==> config.mk <==
export PLATFORM = sky130hd
export DESIGN_NAME = mem_port_sched
export DESIGN_NICKNAME = d
export VERILOG_FILES = /design/src/rtl/mem_port_sched.sv
export SDC_FILE = /design/constraint.sdc
export NUM_CORES = 1
export LEC_CHECK = 0
export ABC_AREA = 1
export ABC_CLOCK_PERIOD_IN_PS = 6000
export BUFFER_PORTS_ARGS = -buffer_cell sky130_fd_sc_hd__buf_4
export CORE_MARGIN = 2
export CORE_UTILIZATION = 33
export DETAILED_ROUTE_END_ITERATION = 6
export PLACE_DENSITY = 0.62
export SETUP_SLACK_MARGIN = 0.02
export SLEW_MARGIN = 15
export SYNTH_ARGS = -nofsm -noshare
export SYNTH_HDL_FRONTEND = slang
export SYNTH_SLANG_ARGS = --single-unit
==> constraint.sdc <==
create_clock -name clock -period 6 [get_ports clock]
set_clock_uncertainty 0.05 [all_clocks]
set_input_delay 1.5 -clock clock [delete_from_list [all_inputs] [get_ports clock]]
set_output_delay 1.5 -clock clock [all_outputs]
set_load 0.02 [all_outputs]
==> src/rtl/mem_port_sched.sv <==
`default_nettype none
// +--------------------------------------------------------------------------+
// | Module : mem_port_sched                                                  |
// | Desc   : Load/store memory-port arbiter with an in-flight load tag table. |
// |          Optional macro MEM_SCHED_STARVE_EN enables load anti-starvation. |
// | Rev    : 1.0  initial release                                            |
// +--------------------------------------------------------------------------+
module mem_port_sched #(
  parameter int OUTSTANDING  = 4,
  parameter int STARVE_LIMIT = 4
) (
  input  logic        clock,
  input  logic        reset,
  input  logic        ld_req,
  input  logic [31:0] ld_addr,
  input  logic        ld_squash,
  input  logic        st_req,
  input  logic [31:0] st_addr,
  input  logic [63:0] st_data,
  input  logic [3:0]  mem_resp_tag,
  input  logic [3:0]  mem_data_tag,
  input  logic [63:0] mem_data,
  output logic [1:0]  mem_cmd,
  output logic [31:0] mem_addr,
  output logic [63:0] mem_wdata,
  output logic        ld_stall,
  output logic        st_stall,
  output logic        ld_data_ready,
  output logic [31:0] ld_base_addr,
  output logic [63:0] ld_data,
  output logic [3:0]  inflight_cnt
);

  localparam logic [1:0] c_CMD_NONE  = 2'd0;
  localparam logic [1:0] c_CMD_LOAD  = 2'd1;
  localparam logic [1:0] c_CMD_STORE = 2'd2;

  logic [OUTSTANDING-1:0] r_valid;
  logic [OUTSTANDING-1:0] r_squashed;
  logic [3:0]             r_tag  [OUTSTANDING];
  logic [31:0]            r_addr [OUTSTANDING];
  logic [3:0]             r_inflight_cnt;

  logic                   w_full;
  logic                   w_starved;
  logic                   w_ld_grant;
  logic                   w_st_grant;
  logic                   w_ld_accept;
  logic                   w_st_accept;
  logic                   w_free_seen;
  logic                   w_hit;
  logic                   w_hit_sq;
  logic [31:0]            w_hit_addr;
  logic [OUTSTANDING-1:0] w_alloc;
  logic [OUTSTANDING-1:0] w_release;
  logic [OUTSTANDING-1:0] w_valid_next;
  logic [3:0]             w_cnt_next;

  // Fullness is judged on the current table, so a same-cycle free never admits a load.
  assign w_full      = &r_valid;
  assign w_ld_grant  = !reset && ld_req && !w_full && (!st_req || w_starved);
  assign w_st_grant  = !reset && st_req && !w_ld_grant;
  assign w_ld_accept = w_ld_grant && (mem_resp_tag != 4'd0);
  assign w_st_accept = w_st_grant && (mem_resp_tag != 4'd0);

`ifdef MEM_SCHED_STARVE_EN
  localparam int c_SC_W = (STARVE_LIMIT > 0) ? $clog2(STARVE_LIMIT + 1) : 1;
  logic [c_SC_W-1:0] r_starve_cnt;

  assign w_starved = (r_starve_cnt == c_SC_W'(STARVE_LIMIT));

  always_ff @(posedge clock) begin
    if (reset || !ld_req || w_ld_accept) begin
      r_starve_cnt <= '0;
    end else if (!w_starved) begin
      r_starve_cnt <= r_starve_cnt + c_SC_W'(1);
    end
  end
`else
  assign w_starved = 1'b0;
`endif

  always_comb begin
    w_alloc     = '0;
    w_free_seen = 1'b0;
    for (int i = 0; i < OUTSTANDING; i++) begin
      if (!w_free_seen && !r_valid[i]) begin
        w_free_seen = 1'b1;
        w_alloc[i]  = w_ld_accept;
      end
    end
  end

  always_comb begin
    w_release  = '0;
    w_hit      = 1'b0;
    w_hit_sq   = 1'b0;
    w_hit_addr = '0;
    for (int i = 0; i < OUTSTANDING; i++) begin
      if (!w_hit && r_valid[i] && (mem_data_tag != 4'd0) && (r_tag[i] == mem_data_tag)) begin
        w_hit        = 1'b1;
        w_release[i] = 1'b1;
        w_hit_sq     = r_squashed[i];
        w_hit_addr   = r_addr[i];
      end
    end
  end

  always_comb begin
    w_valid_next = (r_valid & ~w_release) | w_alloc;
    w_cnt_next   = '0;
    for (int i = 0; i < OUTSTANDING; i++) begin
      w_cnt_next = w_cnt_next + {3'b000, w_valid_next[i]};
    end
  end

  always_ff @(posedge clock) begin
    if (reset) begin
      r_valid        <= '0;
      r_squashed     <= '0;
      r_inflight_cnt <= '0;
    end else begin
      r_valid        <= w_valid_next;
      r_inflight_cnt <= w_cnt_next;
      for (int i = 0; i < OUTSTANDING; i++) begin
        // A freshly allocated entry belongs to the post-squash stream.
        if (w_alloc[i]) begin
          r_tag[i]      <= mem_resp_tag;
          r_addr[i]     <= ld_addr;
          r_squashed[i] <= 1'b0;
        end else if (ld_squash && r_valid[i]) begin
          r_squashed[i] <= 1'b1;
        end
      end
    end
  end

  assign mem_cmd       = w_ld_grant ? c_CMD_LOAD : (w_st_grant ? c_CMD_STORE : c_CMD_NONE);
  assign mem_addr      = w_ld_grant ? ld_addr : (w_st_grant ? st_addr : 32'd0);
  assign mem_wdata     = w_st_grant ? st_data : 64'd0;
  assign ld_stall      = ld_req && !w_ld_accept;
  assign st_stall      = st_req && !w_st_accept;
  assign ld_data_ready = w_hit && !w_hit_sq && !ld_squash && !reset;
  assign ld_base_addr  = ld_data_ready ? w_hit_addr : 32'd0;
  assign ld_data       = ld_data_ready ? mem_data : 64'd0;
  assign inflight_cnt  = r_inflight_cnt;

endmodule
`default_nettype wire

# --- Word-level counts from Yosys, hierarchy flattened ---
# Memories as Yosys holds them, arrays and structs flattened.
# Index checks and enable logic that the tools add are counted.
op_classes:
  n_reduce_logical: 59
  n_bitwise: 3
  add_sub_neg: 3
  n_mux: 59
  div_mod_pow: 0
  eq_ne: 4
  order_cmp: 0
  n_shift: 0
  mul: 0
op_table:
  columns: ["operator", "n"]
  rows:
  - ["$mux 32", 10]
  - ["$mux 64", 2]
  - ["$reduce_or 32->1", 3]
  - ["$mux 1", 36]
  - ["$logic_and 1x1->1", 30]
  - ["$eq 4x4->1", 4]
  - ["$logic_not 1->1", 16]
  - ["$mux 2", 8]
  - ["$mux 4", 3]
  - ["$reduce_or 4->1", 3]
  - ["$reduce_bool 4->1", 2]
  - ["$reduce_or 2->1", 4]
  - ["$add 3x1->4", 1]
  - ["$and 4x4->4", 1]
  - ["$not 4->4", 1]
  - ["$or 4x4->4", 1]
  - ["$reduce_and 4->1", 1]
  - ["$add 2x1->3", 1]
  - ["$add 1x1->2", 1]
totals:
  latchBits: 0
  mem_bits_ro: 0
  inputBits: 205
  memories: 2
  register_bits: 12
  ram_bits: 144
memory_table:
  columns: ["memory", "words", "word_bits", "rd", "rd_clocked_by_memory_dff", "write_ports", "line", "source"]
  rows:
  - ["r_addr", 4, 32, 4, 0, 1, "41", "logic [31:0] r_addr [OUTSTANDING];"]
  - ["r_tag", 4, 4, 4, 0, 1, "40", "logic [3:0] r_tag [OUTSTANDING];"]

# --- Longest topological paths before layout ---
depth:
  word_depth: 25
  depth_mapped: 17
  mapped_depth_nobuf: 16

# --- Least setup slack after synthesis ---
# OpenSTA, ideal clock, no wires.
synth_timing:
  path_type: "input-to-reg"
  startpoint: "input reset"
  endpoint: "register r_inflight_cnt[1], in the netlist inflight_cnt[1]"
  arrival_ps: 4858
  path_stages: 14
  path_slack_ps: 964
  required_time_ps: 5822
  cell_sequence: "inv_1 nand2_1 nor2_1 nand2_1 nor2_1 inv_1 nor2_1 inv_1 nand2_1 fa_1 ha_1 ha_1 inv_1 nor2_1"
synth_via:
  elab_chain_cells: 10
  elab_cells_between_ends: 13
synth_lines:
  columns: ["item", "line", "source"]
  rows:
  - ["start: declaration", "13", "input logic reset,"]
  - ["$logic_not 1->1", "61", "assign w_ld_grant = !reset && ld_req && !w_full && (!st_req || w_starved);"]
  - ["$logic_and 1x1->1 (3 in series)", "61", null]
  - ["$logic_and 1x1->1", "63", "assign w_ld_accept = w_ld_grant && (mem_resp_tag != 4'd0);"]
  - ["$mux 1", "87", "if (!w_free_seen && !r_valid[i]) begin"]
  - ["$or 4x4->4", "110", "w_valid_next = (r_valid & ~w_release) | w_alloc;"]
  - ["named net w_valid_next[0]", "56", "logic [OUTSTANDING-1:0] w_valid_next;"]
  - ["$add 1x1->2", "113", "w_cnt_next = w_cnt_next + {3'b000, w_valid_next[i]};"]
  - ["$add 2x1->3", "113", null]
  - ["$add 3x1->4", "113", null]
  - ["named net w_cnt_next[1]", "57", "logic [3:0] w_cnt_next;"]
  - ["end signal: assignment", "124", "r_inflight_cnt <= w_cnt_next;"]
  - ["end: declaration", "42", "logic [3:0] r_inflight_cnt;"]
# The timed path passes the listed nets, and every way through them passes these cells.
# A chain may end at the register's enable or synchronous reset.

# --- Worst setup path after layout ---
layout_timing:
  startpoint: "input mem_data_tag[0]"
  endpoint: "output ld_base_addr[7]"
layout_via:
  elab_chain_cells: 24
  elab_cells_between_ends: 36
layout_lines:
  columns: ["item", "line", "source"]
  rows:
  - ["start: declaration", "21", "input logic [3:0] mem_data_tag,"]
  - ["$reduce_bool 4->1", "100", "if (!w_hit && r_valid[i] && (mem_data_tag != 4'd0) && (r_tag[i] == mem_data_tag)) begin"]
  - ["$logic_and 1x1->1 (2 in series)", "100", null]
  - ["$mux 1", "100", null]
  - ["$logic_not 1->1", "100", null]
  - ["$logic_and 1x1->1 (3 in series)", "100", null]
  - ["$mux 1", "100", null]
  - ["$logic_not 1->1", "100", null]
  - ["$logic_and 1x1->1 (3 in series)", "100", null]
  - ["$mux 1", "100", null]
  - ["$logic_not 1->1", "100", null]
  - ["$logic_and 1x1->1 (3 in series)", "100", null]
  - ["$mux 1", "100", null]
  - ["$logic_not 1->1", "143", "assign ld_data_ready = w_hit && !w_hit_sq && !ld_squash && !reset;"]
  - ["$logic_and 1x1->1 (3 in series)", "143", null]
  - ["$mux 32 (*)", "144", "assign ld_base_addr = ld_data_ready ? w_hit_addr : 32'd0;"]
  - ["end: declaration", "29", "output logic [31:0] ld_base_addr,"]
# Every way passes the cells marked *; elsewhere a longest branch is shown, timed or not.

==> qor.yml <==
outcome:
  outcome: "complete, no violations"
cts:
  worstSkewPairLatency_ns: 0.42
  cts_hold_buf: 0
  cts_sinks: 155
  post-cts-setup-buffers: 0
  cts_root_buf: "clkbuf_16"
  cts_made_buffers: 17
  clk_pin_slew_worst_paths_ns: 0.06
  clock_path_buffers: 2
  cts_tree: "done"
  cts_max_level: 4
  postCtsResizedCells: 0
timing:
  max_freq_ghz: 0.184
  slew_violations: 0
  min_period_ns: 5.42
  fin_hold_ws_ns: 0.508
  fin_crit_sh_pct: 90.4
  setup_viol: 0
  rsz0062_at_grt: "no"
  maxSlewHeadroom_pct: 33.5
  setup_ws_ns: 0.577
  setup_tns_ns: 0
  report.final.hold_viol_count: 0
  tightestPinTransition_ns: 0.997
drt:
  drc: 0
  routed_wl_um: 29300
  final_antenna_net_count: 0
  avgRoutedWirePerCell_um: 17.0
  drtPass1Iterations: 5
  drtIter0Drc: 613
  vias: 8121
  via_per_inst: 4.73
critical_path:
  r2r_slack_ns: 2.73
  critical_path_required_ns: 4.45
  start_kind: "input pin"
  cp-startpoint: "mem_data_tag[0]"
  cp-endpoint: "ld_base_addr[7]"
  crit_type: "in2out"
  cp.arrival_ns: 3.87
  reg2reg_to: "inflight_cnt[1]"
  cp_max_fo: 40
  reg2regPathDepth: 13
  r2r_start: "r_valid[0]"
  endpoint_kind: "output port"
place:
  hpwl_um: 20800
  place.gp.congestion: 0.872
  place_area_sq_um: 11800
  port_buffers: 404
  pre_cts_ws_ns: 0.574
power:
  leakagePower_nw: 6.12
  ir_drop_mv: 0.235
  power_density_nw_per_um2: 205
cells_and_area:
  fillers: 2425
  nets: 1582
  fin_area_sq_um: 12400
  final_common_cell: "buf_4"
  final_core_util_pct: 49.1
  final_cell_mix: "buf_4 (424), inv_1 (187), nand2_1 (160)"
  area_growth_pct: 45.8
  drive_above_1_share_pct: 36.7
  insertedDiodeCount: 0
global_route:
  grt_start_max_net_pins: 65
  antenna_found_initial: 0
  overflow: 0
  groute.usage.overall_pct: 20.5
  grt_pass1_vias: 7511
  grt_pass1_wl_um: 41900
synthesis:
  ys_ff_latch: 155
  syn_area_per_cell_sq_um: 8.55
  syn_area_sq_um: 8480
  syn_inst: 992
  synth_cell_types: 30
  yosys_warnings: 0
  synth_nets: 1200
  ys_seq_area_share_pct: 53.6
floorplan:
  initial_core_util_pct: 33.7
  core-area_sq_um: 25200
  die_h_um: 164
  rows: 58
  die_w_um: 164
  ios: 406
  dieArea_sq_um: 27000
run:
  maxCapViolations: 0
worst_hold_path:
  hold_path.class: "reg2reg"
-- through the flow --
step	power, mW	cells
2_1_floorplan	1.34	992
3_3_place_gp	1.54	1685
3_5_place_dp	1.54	1685
4_1_cts	2.55	1717
5_1_grt	2.62	1717
6_report	2.54	1717
-- synthesized netlist by cell type (all sizes together) --
cell | n | area [sq um]
nand4 | 66 | 413
a22o | 32 | 280
dfxtp | 11 | 220
nand3 | 72 | 375
a21oi | 8 | 40.0
conb | 1 | 3.75
buf | 25 | 168
or2 | 1 | 6.26
o211ai | 1 | 12.5
nor2 | 190 | 811
nor4 | 1 | 6.26
fa | 1 | 20.0
inv | 200 | 751
nand2 | 163 | 624
edfxtp | 144 | 4320
o21ai | 3 | 15.0
clkinv | 2 | 7.51
nand3b | 32 | 240
ha | 2 | 25.0
clkbuf | 37 | 139
-- power breakdown --
part,total (mW),switching (mW),internal [mW]
registers,1.20,0.00365,1.19
clock network,1.02,0.416,0.605
logic,0.322,0.169,0.153
total,2.54,0.589,1.95
-- sequential cells by signal, indices dropped and copies added, names as in the netlist --
register / count
r_valid: 4
r_squashed: 4
inflight_cnt: 3
r_tag: 16
r_addr: 128
-- layer usage --
layer	GRT usage, %	routed length (um)
met1	25.2	11400
met4	7.26	693
met5	0	0
met2	35.9	15000
met3	3.84	2210
-- final cells by class --
type | instances | area (sq um) | share of cell area, %
clock buffers | 18 | 429 | 3.47
flip-flops and latches | 155 | 4540 | 36.7
well taps | 330 | 413 | 3.34
clock inverters | 14 | 130 | 1.05
repair buffers | 425 | 3200 | 25.9
multi-input cells | 573 | 2890 | 23.4
inverters | 202 | 758 | 6.13
-- critical path, cell delays in order --
cell      delay (ns)
buf_4           0.13
inv_2           0.07
or2_0           0.15
o211ai_2        0.12
nor2_4          0.48
nor2_4          0.19
nand2_2         0.12
nand3_2         0.09
nand2_4         0.44
buf_4           0.32
nor2_1          0.08
buf_4           0.16
-- cell families (layout without fill, tap and decap cells) --
logic type	count (synthesis)	after routing	share of synthesized area, %
buf+inv	264	659	12.6
compound gates	44	44	4.10
other cells	1	1	0.0442
flops	155	155	53.6
simple gates	525	525	29.2
fa+ha+maj	3	3	0.531
-- worst min path at each step --
stage,start,endpoint,slack (ns),depth (start not counted)
global placement,r_valid[3],r_valid[3],0.49,2
floorplan,r_valid[2],r_valid[2],0.44,2
global route,r_valid[3],r_valid[3],0.53,2
detailed placement,r_valid[3],r_valid[3],0.49,2
finish,r_valid[3],r_valid[3],0.51,2
CTS,r_valid[3],r_valid[3],0.50,2
No activity file was read; power rests on OpenSTA's default activity.
